`config.mk`:
```
export PLATFORM = sky130hd
export DESIGN_NAME = chnl_rx_flat
export DESIGN_NICKNAME = d
export VERILOG_FILES = /design/src/rtl/chnl_pkg.sv /design/src/rtl/chnl_rx_if.sv /design/src/rtl/fifo.sv /design/src/rtl/repacker.sv /design/src/rtl/chnl_rx.sv /design/src/flat_wrapper.sv
export SDC_FILE = /design/constraint.sdc
export NUM_CORES = 1
export LEC_CHECK = 0
export BUFFER_PORTS_ARGS = -buffer_cell sky130_fd_sc_hd__buf_2
export CORE_ASPECT_RATIO = 0.9
export CORE_MARGIN = 4
export CORE_UTILIZATION = 43
export CTS_CLUSTER_DIAMETER = 50
export DETAILED_ROUTE_END_ITERATION = 10
export PLACE_DENSITY = 0.62
export SETUP_SLACK_MARGIN = 0.15
export SYNTH_ARGS = -nofsm -noshare
export SYNTH_HDL_FRONTEND = slang
export SYNTH_SLANG_ARGS = --single-unit
```
`constraint.sdc`:
```
create_clock -name clk_i -period 7.2 [get_ports clk_i]
set_input_delay 0 -clock clk_i [delete_from_list [all_inputs] [get_ports clk_i]]
set_output_delay 0 -clock clk_i [all_outputs]
set_load 0.01 [all_outputs]
```
`src/rtl/chnl_pkg.sv`:
```
// Definitions shared by the Riffa CHNL receive and transmit blocks: channel FSM
// states, PCIe word-size constants and the transfer length to beat count helper.
package chnl_pkg;
    localparam int PCI_WORD_W = 32;
    localparam int PCI_LEN_W  = 32;
    localparam int PCI_OFF_W  = 31;

    typedef enum logic [1:0] {
        S_IDLE,
        S_ACK,
        S_RECV,
        S_DONE
    } chnl_state_e;

    // ceil(len*32 / data_w); data_w is a multiple of 32, so divide in word units.
    // 33 bits keep len + words_per_beat - 1 from wrapping.
    function automatic logic [32:0] beats_from_len(input logic [PCI_LEN_W-1:0] len,
                                                   input int unsigned data_w);
        logic [32:0] per_beat;
        per_beat = 33'(data_w / PCI_WORD_W);
        return ({1'b0, len} + per_beat - 33'd1) / per_beat;
    endfunction
endpackage

```
`src/rtl/chnl_rx_if.sv`:
```
// Riffa RX channel plus the repacked output stream of chnl_rx.
// slave: the receiver block; master: the host/consumer side.
interface chnl_rx_if #(
    parameter int C_PCI_DATA_WIDTH = 32,
    parameter int RX_WIDTH         = 32
);
    import chnl_pkg::*;

    logic                        CHNL_RX_CLK;
    logic                        CHNL_RX;
    logic                        CHNL_RX_ACK;
    logic                        CHNL_RX_LAST;
    logic [PCI_LEN_W-1:0]        CHNL_RX_LEN;
    logic [PCI_OFF_W-1:0]        CHNL_RX_OFF;
    logic [C_PCI_DATA_WIDTH-1:0] CHNL_RX_DATA;
    logic                        CHNL_RX_DATA_VALID;
    logic                        CHNL_RX_DATA_REN;
    logic                        o_val;
    logic                        o_rdy;
    logic [RX_WIDTH-1:0]         o_data;

    modport slave (
        output CHNL_RX_CLK, CHNL_RX_ACK, CHNL_RX_DATA_REN, o_val, o_data,
        input  CHNL_RX, CHNL_RX_LAST, CHNL_RX_LEN, CHNL_RX_OFF,
               CHNL_RX_DATA, CHNL_RX_DATA_VALID, o_rdy
    );

    modport master (
        input  CHNL_RX_CLK, CHNL_RX_ACK, CHNL_RX_DATA_REN, o_val, o_data,
        output CHNL_RX, CHNL_RX_LAST, CHNL_RX_LEN, CHNL_RX_OFF,
               CHNL_RX_DATA, CHNL_RX_DATA_VALID, o_rdy
    );
endinterface

```
`src/rtl/fifo.sv`:
```
// Show-ahead val/rdy FIFO; a pushed entry is visible on out_* the next cycle.
// DEPTH must be a power of two.
module fifo #(
    parameter int WIDTH = 32,
    parameter int DEPTH = 16
) (
    input  logic             clk_i,
    input  logic             rst_ni,
    input  logic             in_val,
    output logic             in_rdy,
    input  logic [WIDTH-1:0] in_data,
    output logic             out_val,
    input  logic             out_rdy,
    output logic [WIDTH-1:0] out_data
);
    localparam int AW = $clog2(DEPTH);

    logic [WIDTH-1:0] mem [DEPTH];
    logic [AW-1:0]    wr_ptr_reg, rd_ptr_reg;
    logic [AW:0]      count_reg;
    logic             push, pop;

    assign in_rdy   = count_reg != (AW+1)'(DEPTH);
    assign out_val  = count_reg != '0;
    assign out_data = mem[rd_ptr_reg];
    assign push     = in_val && in_rdy;
    assign pop      = out_val && out_rdy;

    always_ff @(posedge clk_i or negedge rst_ni) begin
        if (!rst_ni) begin
            wr_ptr_reg <= '0;
            rd_ptr_reg <= '0;
            count_reg  <= '0;
        end else begin
            if (push) wr_ptr_reg <= wr_ptr_reg + AW'(1);
            if (pop)  rd_ptr_reg <= rd_ptr_reg + AW'(1);
            case ({push, pop})
                2'b10:   count_reg <= count_reg + (AW+1)'(1);
                2'b01:   count_reg <= count_reg - (AW+1)'(1);
                default: count_reg <= count_reg;
            endcase
        end
    end

    always_ff @(posedge clk_i) begin
        if (push) mem[wr_ptr_reg] <= in_data;
    end
endmodule

```
`src/rtl/repacker.sv`:
```
// Width converter over a continuous stream of W-bit units: IN units per input
// word, OUT units per output word, lowest unit first.
module repacker #(
    parameter int IN  = 1,
    parameter int OUT = 1,
    parameter int W   = 32
) (
    input  logic             clk_i,
    input  logic             rst_ni,
    input  logic             in_val,
    output logic             in_rdy,
    input  logic [IN*W-1:0]  in_data,
    output logic             out_val,
    input  logic             out_rdy,
    output logic [OUT*W-1:0] out_data
);
    localparam int UNITS = IN + OUT;
    localparam int FW    = $clog2(UNITS + 1);

    logic [UNITS*W-1:0] pack_reg, pack_next;
    logic [FW-1:0]      fill_reg, fill_next, kept;
    logic               push, pop;

    // Accepting only while fill <= OUT keeps in_rdy independent of out_rdy and
    // leaves the low OUT units untouched while an output word is stalled.
    assign out_val  = fill_reg >= FW'(OUT);
    assign in_rdy   = fill_reg <= FW'(OUT);
    assign out_data = pack_reg[OUT*W-1:0];
    assign push     = in_val && in_rdy;
    assign pop      = out_val && out_rdy;

    always_comb begin
        pack_next = pack_reg;
        kept      = fill_reg;
        if (pop) begin
            pack_next = pack_reg >> (OUT*W);
            kept      = fill_reg - FW'(OUT);
        end
        fill_next = kept;
        if (push) begin
            pack_next = pack_next | ({{(OUT*W){1'b0}}, in_data} << (kept * W));
            fill_next = kept + FW'(IN);
        end
    end

    always_ff @(posedge clk_i or negedge rst_ni) begin
        if (!rst_ni) begin
            pack_reg <= '0;
            fill_reg <= '0;
        end else begin
            pack_reg <= pack_next;
            fill_reg <= fill_next;
        end
    end
endmodule

```
`src/rtl/chnl_rx.sv`:
```
// Buffered Riffa CHNL receiver: acks one host transfer at a time, queues its beats
// and repacks them onto a val/rdy stream. Optional CHNL_RX_ABORT_EN adds host abort.
module chnl_rx #(
    parameter int C_PCI_DATA_WIDTH = 32,
    parameter int RX_WIDTH         = 32,
    parameter int GCD              = 32
) (
    input  logic      clk_i,
    input  logic      rst_ni,
`ifdef CHNL_RX_ABORT_EN
    output logic      o_abort,
`endif
    chnl_rx_if.slave  bus
);
    import chnl_pkg::*;

    chnl_state_e                 state_reg, state_next;
    logic [32:0]                 cnt_left_reg, cnt_left_next;
    logic                        fifo_in_rdy, accept, ren;
    logic                        fifo_out_val, fifo_out_rdy;
    logic [C_PCI_DATA_WIDTH-1:0] fifo_out_data;
    logic                        unused_ok;

    assign bus.CHNL_RX_CLK      = clk_i;
    assign bus.CHNL_RX_ACK      = state_reg == S_ACK;
    assign ren                  = (state_reg == S_RECV) && fifo_in_rdy;
    assign bus.CHNL_RX_DATA_REN = ren;
    assign accept               = ren && bus.CHNL_RX_DATA_VALID;
    assign unused_ok            = ^{bus.CHNL_RX_LAST, bus.CHNL_RX_OFF};

`ifdef CHNL_RX_ABORT_EN
    logic abort_set, abort_reg;
    assign o_abort = abort_reg;

    always_ff @(posedge clk_i or negedge rst_ni) begin
        if (!rst_ni)        abort_reg <= 1'b0;
        else if (abort_set) abort_reg <= 1'b1;
    end
`endif

    always_ff @(posedge clk_i or negedge rst_ni) begin
        if (!rst_ni) begin
            state_reg    <= S_IDLE;
            cnt_left_reg <= '0;
        end else begin
            state_reg    <= state_next;
            cnt_left_reg <= cnt_left_next;
        end
    end

    always_comb begin
        state_next    = state_reg;
        cnt_left_next = cnt_left_reg;
`ifdef CHNL_RX_ABORT_EN
        abort_set     = 1'b0;
`endif
        case (state_reg)
            S_IDLE: begin
                if (bus.CHNL_RX) begin
                    cnt_left_next = beats_from_len(bus.CHNL_RX_LEN, C_PCI_DATA_WIDTH);
                    state_next    = S_ACK;
                end
            end
            S_ACK: begin
                state_next = (cnt_left_reg != '0) ? S_RECV : S_DONE;
            end
            S_RECV: begin
                if (accept) begin
                    cnt_left_next = cnt_left_reg - 33'd1;
                    if (cnt_left_reg == 33'd1) state_next = S_DONE;
                end
`ifdef CHNL_RX_ABORT_EN
                // A final accept coinciding with CHNL_RX low completes normally.
                if (!bus.CHNL_RX && cnt_left_next != '0) begin
                    state_next    = S_IDLE;
                    cnt_left_next = '0;
                    abort_set     = 1'b1;
                end
`endif
            end
            S_DONE: begin
                if (!bus.CHNL_RX) state_next = S_IDLE;
            end
            default: state_next = S_IDLE;
        endcase
    end

    fifo #(
        .WIDTH (C_PCI_DATA_WIDTH),
        .DEPTH (16)
    ) u_fifo (
        .clk_i    (clk_i),
        .rst_ni   (rst_ni),
        .in_val   (accept),
        .in_rdy   (fifo_in_rdy),
        .in_data  (bus.CHNL_RX_DATA),
        .out_val  (fifo_out_val),
        .out_rdy  (fifo_out_rdy),
        .out_data (fifo_out_data)
    );

    repacker #(
        .IN  (C_PCI_DATA_WIDTH / GCD),
        .OUT (RX_WIDTH / GCD),
        .W   (GCD)
    ) u_repacker (
        .clk_i    (clk_i),
        .rst_ni   (rst_ni),
        .in_val   (fifo_out_val),
        .in_rdy   (fifo_out_rdy),
        .in_data  (fifo_out_data),
        .out_val  (bus.o_val),
        .out_rdy  (bus.o_rdy),
        .out_data (bus.o_data)
    );
endmodule

```
`src/flat_wrapper.sv`:
```
// flat-port wrapper written by rule: the top's interface ports become plain ports
module chnl_rx_flat import chnl_pkg::*;
#(
    parameter int C_PCI_DATA_WIDTH = 32,
    parameter int RX_WIDTH         = 32,
    parameter int GCD              = 32
)
  (clk_i, rst_ni, bus_CHNL_RX_CLK, bus_CHNL_RX_ACK, bus_CHNL_RX_DATA_REN, bus_o_val, bus_o_data, bus_CHNL_RX, bus_CHNL_RX_LAST, bus_CHNL_RX_LEN, bus_CHNL_RX_OFF, bus_CHNL_RX_DATA, bus_CHNL_RX_DATA_VALID, bus_o_rdy);
  chnl_rx_if #(.C_PCI_DATA_WIDTH(C_PCI_DATA_WIDTH), .RX_WIDTH(RX_WIDTH)) bus_i ();
  input  logic clk_i;
  input  logic rst_ni;
  output wire logic [$bits(bus_i.CHNL_RX_CLK)-1:0] bus_CHNL_RX_CLK;
  output wire logic [$bits(bus_i.CHNL_RX_ACK)-1:0] bus_CHNL_RX_ACK;
  output wire logic [$bits(bus_i.CHNL_RX_DATA_REN)-1:0] bus_CHNL_RX_DATA_REN;
  output wire logic [$bits(bus_i.o_val)-1:0] bus_o_val;
  output wire logic [$bits(bus_i.o_data)-1:0] bus_o_data;
  input wire logic [$bits(bus_i.CHNL_RX)-1:0] bus_CHNL_RX;
  input wire logic [$bits(bus_i.CHNL_RX_LAST)-1:0] bus_CHNL_RX_LAST;
  input wire logic [$bits(bus_i.CHNL_RX_LEN)-1:0] bus_CHNL_RX_LEN;
  input wire logic [$bits(bus_i.CHNL_RX_OFF)-1:0] bus_CHNL_RX_OFF;
  input wire logic [$bits(bus_i.CHNL_RX_DATA)-1:0] bus_CHNL_RX_DATA;
  input wire logic [$bits(bus_i.CHNL_RX_DATA_VALID)-1:0] bus_CHNL_RX_DATA_VALID;
  input wire logic [$bits(bus_i.o_rdy)-1:0] bus_o_rdy;
  assign bus_CHNL_RX_CLK = bus_i.CHNL_RX_CLK;
  assign bus_CHNL_RX_ACK = bus_i.CHNL_RX_ACK;
  assign bus_CHNL_RX_DATA_REN = bus_i.CHNL_RX_DATA_REN;
  assign bus_o_val = bus_i.o_val;
  assign bus_o_data = bus_i.o_data;
  assign bus_i.CHNL_RX = bus_CHNL_RX;
  assign bus_i.CHNL_RX_LAST = bus_CHNL_RX_LAST;
  assign bus_i.CHNL_RX_LEN = bus_CHNL_RX_LEN;
  assign bus_i.CHNL_RX_OFF = bus_CHNL_RX_OFF;
  assign bus_i.CHNL_RX_DATA = bus_CHNL_RX_DATA;
  assign bus_i.CHNL_RX_DATA_VALID = bus_CHNL_RX_DATA_VALID;
  assign bus_i.o_rdy = bus_o_rdy;
  chnl_rx #(.C_PCI_DATA_WIDTH(C_PCI_DATA_WIDTH), .RX_WIDTH(RX_WIDTH), .GCD(GCD)) u_core (.clk_i(clk_i), .rst_ni(rst_ni), .bus(bus_i));
endmodule
```
==> impl_metrics.env <==
export IMPL_crit_type="reg -> reg"
export IMPL_arrival_ns=4.36
export IMPL_max_cap_viol_count=0
export IMPL_fin_nets=1740
export IMPL_fin_crit_ns=4.05
export IMPL_relSlewSlack_pct=22.4
export IMPL_synthArstFlopShare_pct=18.2
export IMPL_drive_gt1_share_pct=24.4
export IMPL_fmax_mhz=247
export IMPL_hold_viol=0
export IMPL_syn_inst=1471
export IMPL_die_h_um=239
export IMPL_start_util_pct=43.4
export IMPL_grt_max_degree=70
export IMPL_wl_um=57100
export IMPL_port_buffers=104
export IMPL_die_area_um2=63000
export IMPL_setup_violations_final=0
export IMPL_synth_nets=1590
export IMPL_rsz0062_at_grt="false"
export IMPL_drc=0
export IMPL_final_fill_count=4774
export IMPL_hpwl_um=31600
export IMPL_final_max_slew_viol_count=0
export IMPL_grt_pass1_vias=14055
export IMPL_cp_data_required_time_ns=7.51
export IMPL_postCtsHoldBufs=71
export IMPL_stdcell_area_um2=29600
export IMPL_cts_tree="yes"
export IMPL_synth_seq_area_share_pct=71.8
export IMPL_tightest_slew_ns=1.16
export IMPL_synth_ff_type="edfxtp_1"
export IMPL_finalPower_mw=11.6
export IMPL_drtAntennaViolNets=0
export IMPL_crit_fanout=53
export IMPL_p_leak_nw=10.4
export IMPL_status="finished clean"
export IMPL_syn_cell_area_um2=25400
export IMPL_io_pins=137
export IMPL_yosys_cell_types_count=59
export IMPL_globalplace_congestion=0.776
export IMPL_finClkSkew_ns=0.0242
export IMPL_final_common_cell="edfxtp_1"
export IMPL_path_clk_slew_ns=0.06
export IMPL_clk_latency_ns=0.71
export IMPL_ys_ff_latch=626
export IMPL_start_kind="flip-flop"
export IMPL_grt_pass1_wl_um=87600
export IMPL_vias_per_cell=5.68
export IMPL_cts_resized=0
export IMPL_worst_slack_ns=3.15
export IMPL_synth_enable_flop_cells=512
export IMPL_syn_avg_cell_area_um2=17.3
export IMPL_drt_iter0_drc=1244
export IMPL_area_delta_synth_final_pct=16.7
export IMPL_antenna_found_initial=4
export IMPL_grt_total_usage_pct=18.3
export IMPL_most_common_layout_cells="edfxtp_1, mux4_2, nand2_1"
export IMPL_drtPass1Iterations=5
export IMPL_endpoint_kind="flip-flop"
export IMPL_p_per_area_nw_per_um2=392
export IMPL_post_cts_buffers=0
export IMPL_yosys_warnings=0
export IMPL_vias=13930
export IMPL_dpl_worst_slack_ns=3.13
export IMPL_placed_area_um2=26500
export IMPL_largest_reg_flops=512
export IMPL_ir_drop_mv=0.207
export IMPL_wire_per_inst_um=23.3
export IMPL_finalCritPeriodShare_pct=56.3
export IMPL_die_w_um=264
export IMPL_core_area_um2=58400
export IMPL_rows=84
export IMPL_hold_path_class="in -> reg"
export IMPL_finalSetupTns_ns=0
export IMPL_grt_overflow=0
==> per-layer routing <==
metal	track usage [%]	wire, um
met2	28.1	26600
met4	5.03	1040
met3	4.76	4380
met1	26.4	25000
met5	0	7
==> critical path, stage by stage, from the launching register on <==
cell	delay, ns
dfrtp_1	0.40
inv_1	0.14
ha_1	0.17
buf_4	0.45
nand2_1	0.10
a21oi_1	0.80
inv_1	0.27
nor3b_1	0.40
and2_2	0.91
==> final cells by class <==
type	count	area [um2]	area share, %
inverter	17	63.8	0.215
multi-input combinational	706	6570	22.2
timing repair buffer	197	1420	4.79
sequential	626	18200	61.5
tap	774	968	3.27
antenna	3	7.51	0.0253
clock buffer	92	1970	6.66
clock inverter	38	395	1.33
==> synth_stat cells (5+ instances only) <==
library cell  count  area [um2]
nand3_1          72         360
o221a_2           6        67.6
a22oi_1          70         526
edfxtp_1        512       15400
a22o_1           32         280
o21ai_0          25         125
and2_1           13        81.3
nor2b_1           5        31.3
and3_1            6        37.5
buf_4            34         255
o22ai_1          13        81.3
nand4_1          10        62.6
buf_2            17        85.1
clkbuf_1         68         255
nand2_1         123         462
nor2_1           30         113
and4_1            6        52.6
a21oi_1          29         145
or3_1             6        37.5
nor3_1           19        95.1
mux4_2          128        2880
ha_1             18         225
o211ai_1          6        45.0
mux2i_1          10         100
nor4_1           10        62.6
inv_1            16        60.1
xnor2_1          11        96.3
dfrtp_1         114        2850
==> worst paths after layout <==
check | startpoint | endpoint | slack [ns] | cells after the start
setup / recovery | u_core.state_reg[0] | u_core.u_fifo.mem[11][10] | 3.15 | 8
hold / removal | bus_CHNL_RX_LEN[21] | u_core.cnt_left_reg[21] | 0.09 | 4
setup reg to reg | u_core.state_reg[0] | u_core.u_fifo.mem[11][10] | 3.15 | 8
hold reg to reg | u_core.u_repacker.pack_reg[63] | u_core.u_repacker.pack_reg[63] | 0.48 | 2
max in group asynchronous | rst_ni | u_core.u_fifo.rd_ptr_reg[1] | 5.91 | 4
min in group asynchronous | rst_ni | u_core.cnt_left_reg[17] | 0.39 | 4
==> where the power goes <==
group	switching [mW]	internal [mW]
registers	0.355	4.45
clock network	1.43	2.17
logic	1.89	1.32
total	3.68	7.93
==> stage by stage <==
step	hold slack, ns	cells	util [%]
6_report	0.0890	2453	50.7
3_3_place_gp	0.0685	2250	45.4
5_1_grt	0.0744	2451	50.7
2_1_floorplan	-0.296	1471	-
4_1_cts	0.0361	2450	50.7
3_5_place_dp	0.0682	2250	45.4
==> cells by family (layout without fill, tap and decap cells) <==
kind of cell             after synthesis  count (layout)  synth area share, %
AO/OA/AOI/OAI                        209             209                 5.94
XOR/XNOR                              15              15                0.517
adder cells (fa/ha/maj)               18              18                0.887
buffers and inverters                139             344                 2.64
flip-flops                           626             626                 71.8
multiplexers                         141             141                 11.9
other                                  0               3                    0
AND/OR/NAND/NOR                      323             323                 6.33
Power figures use the tool's default switching activity.
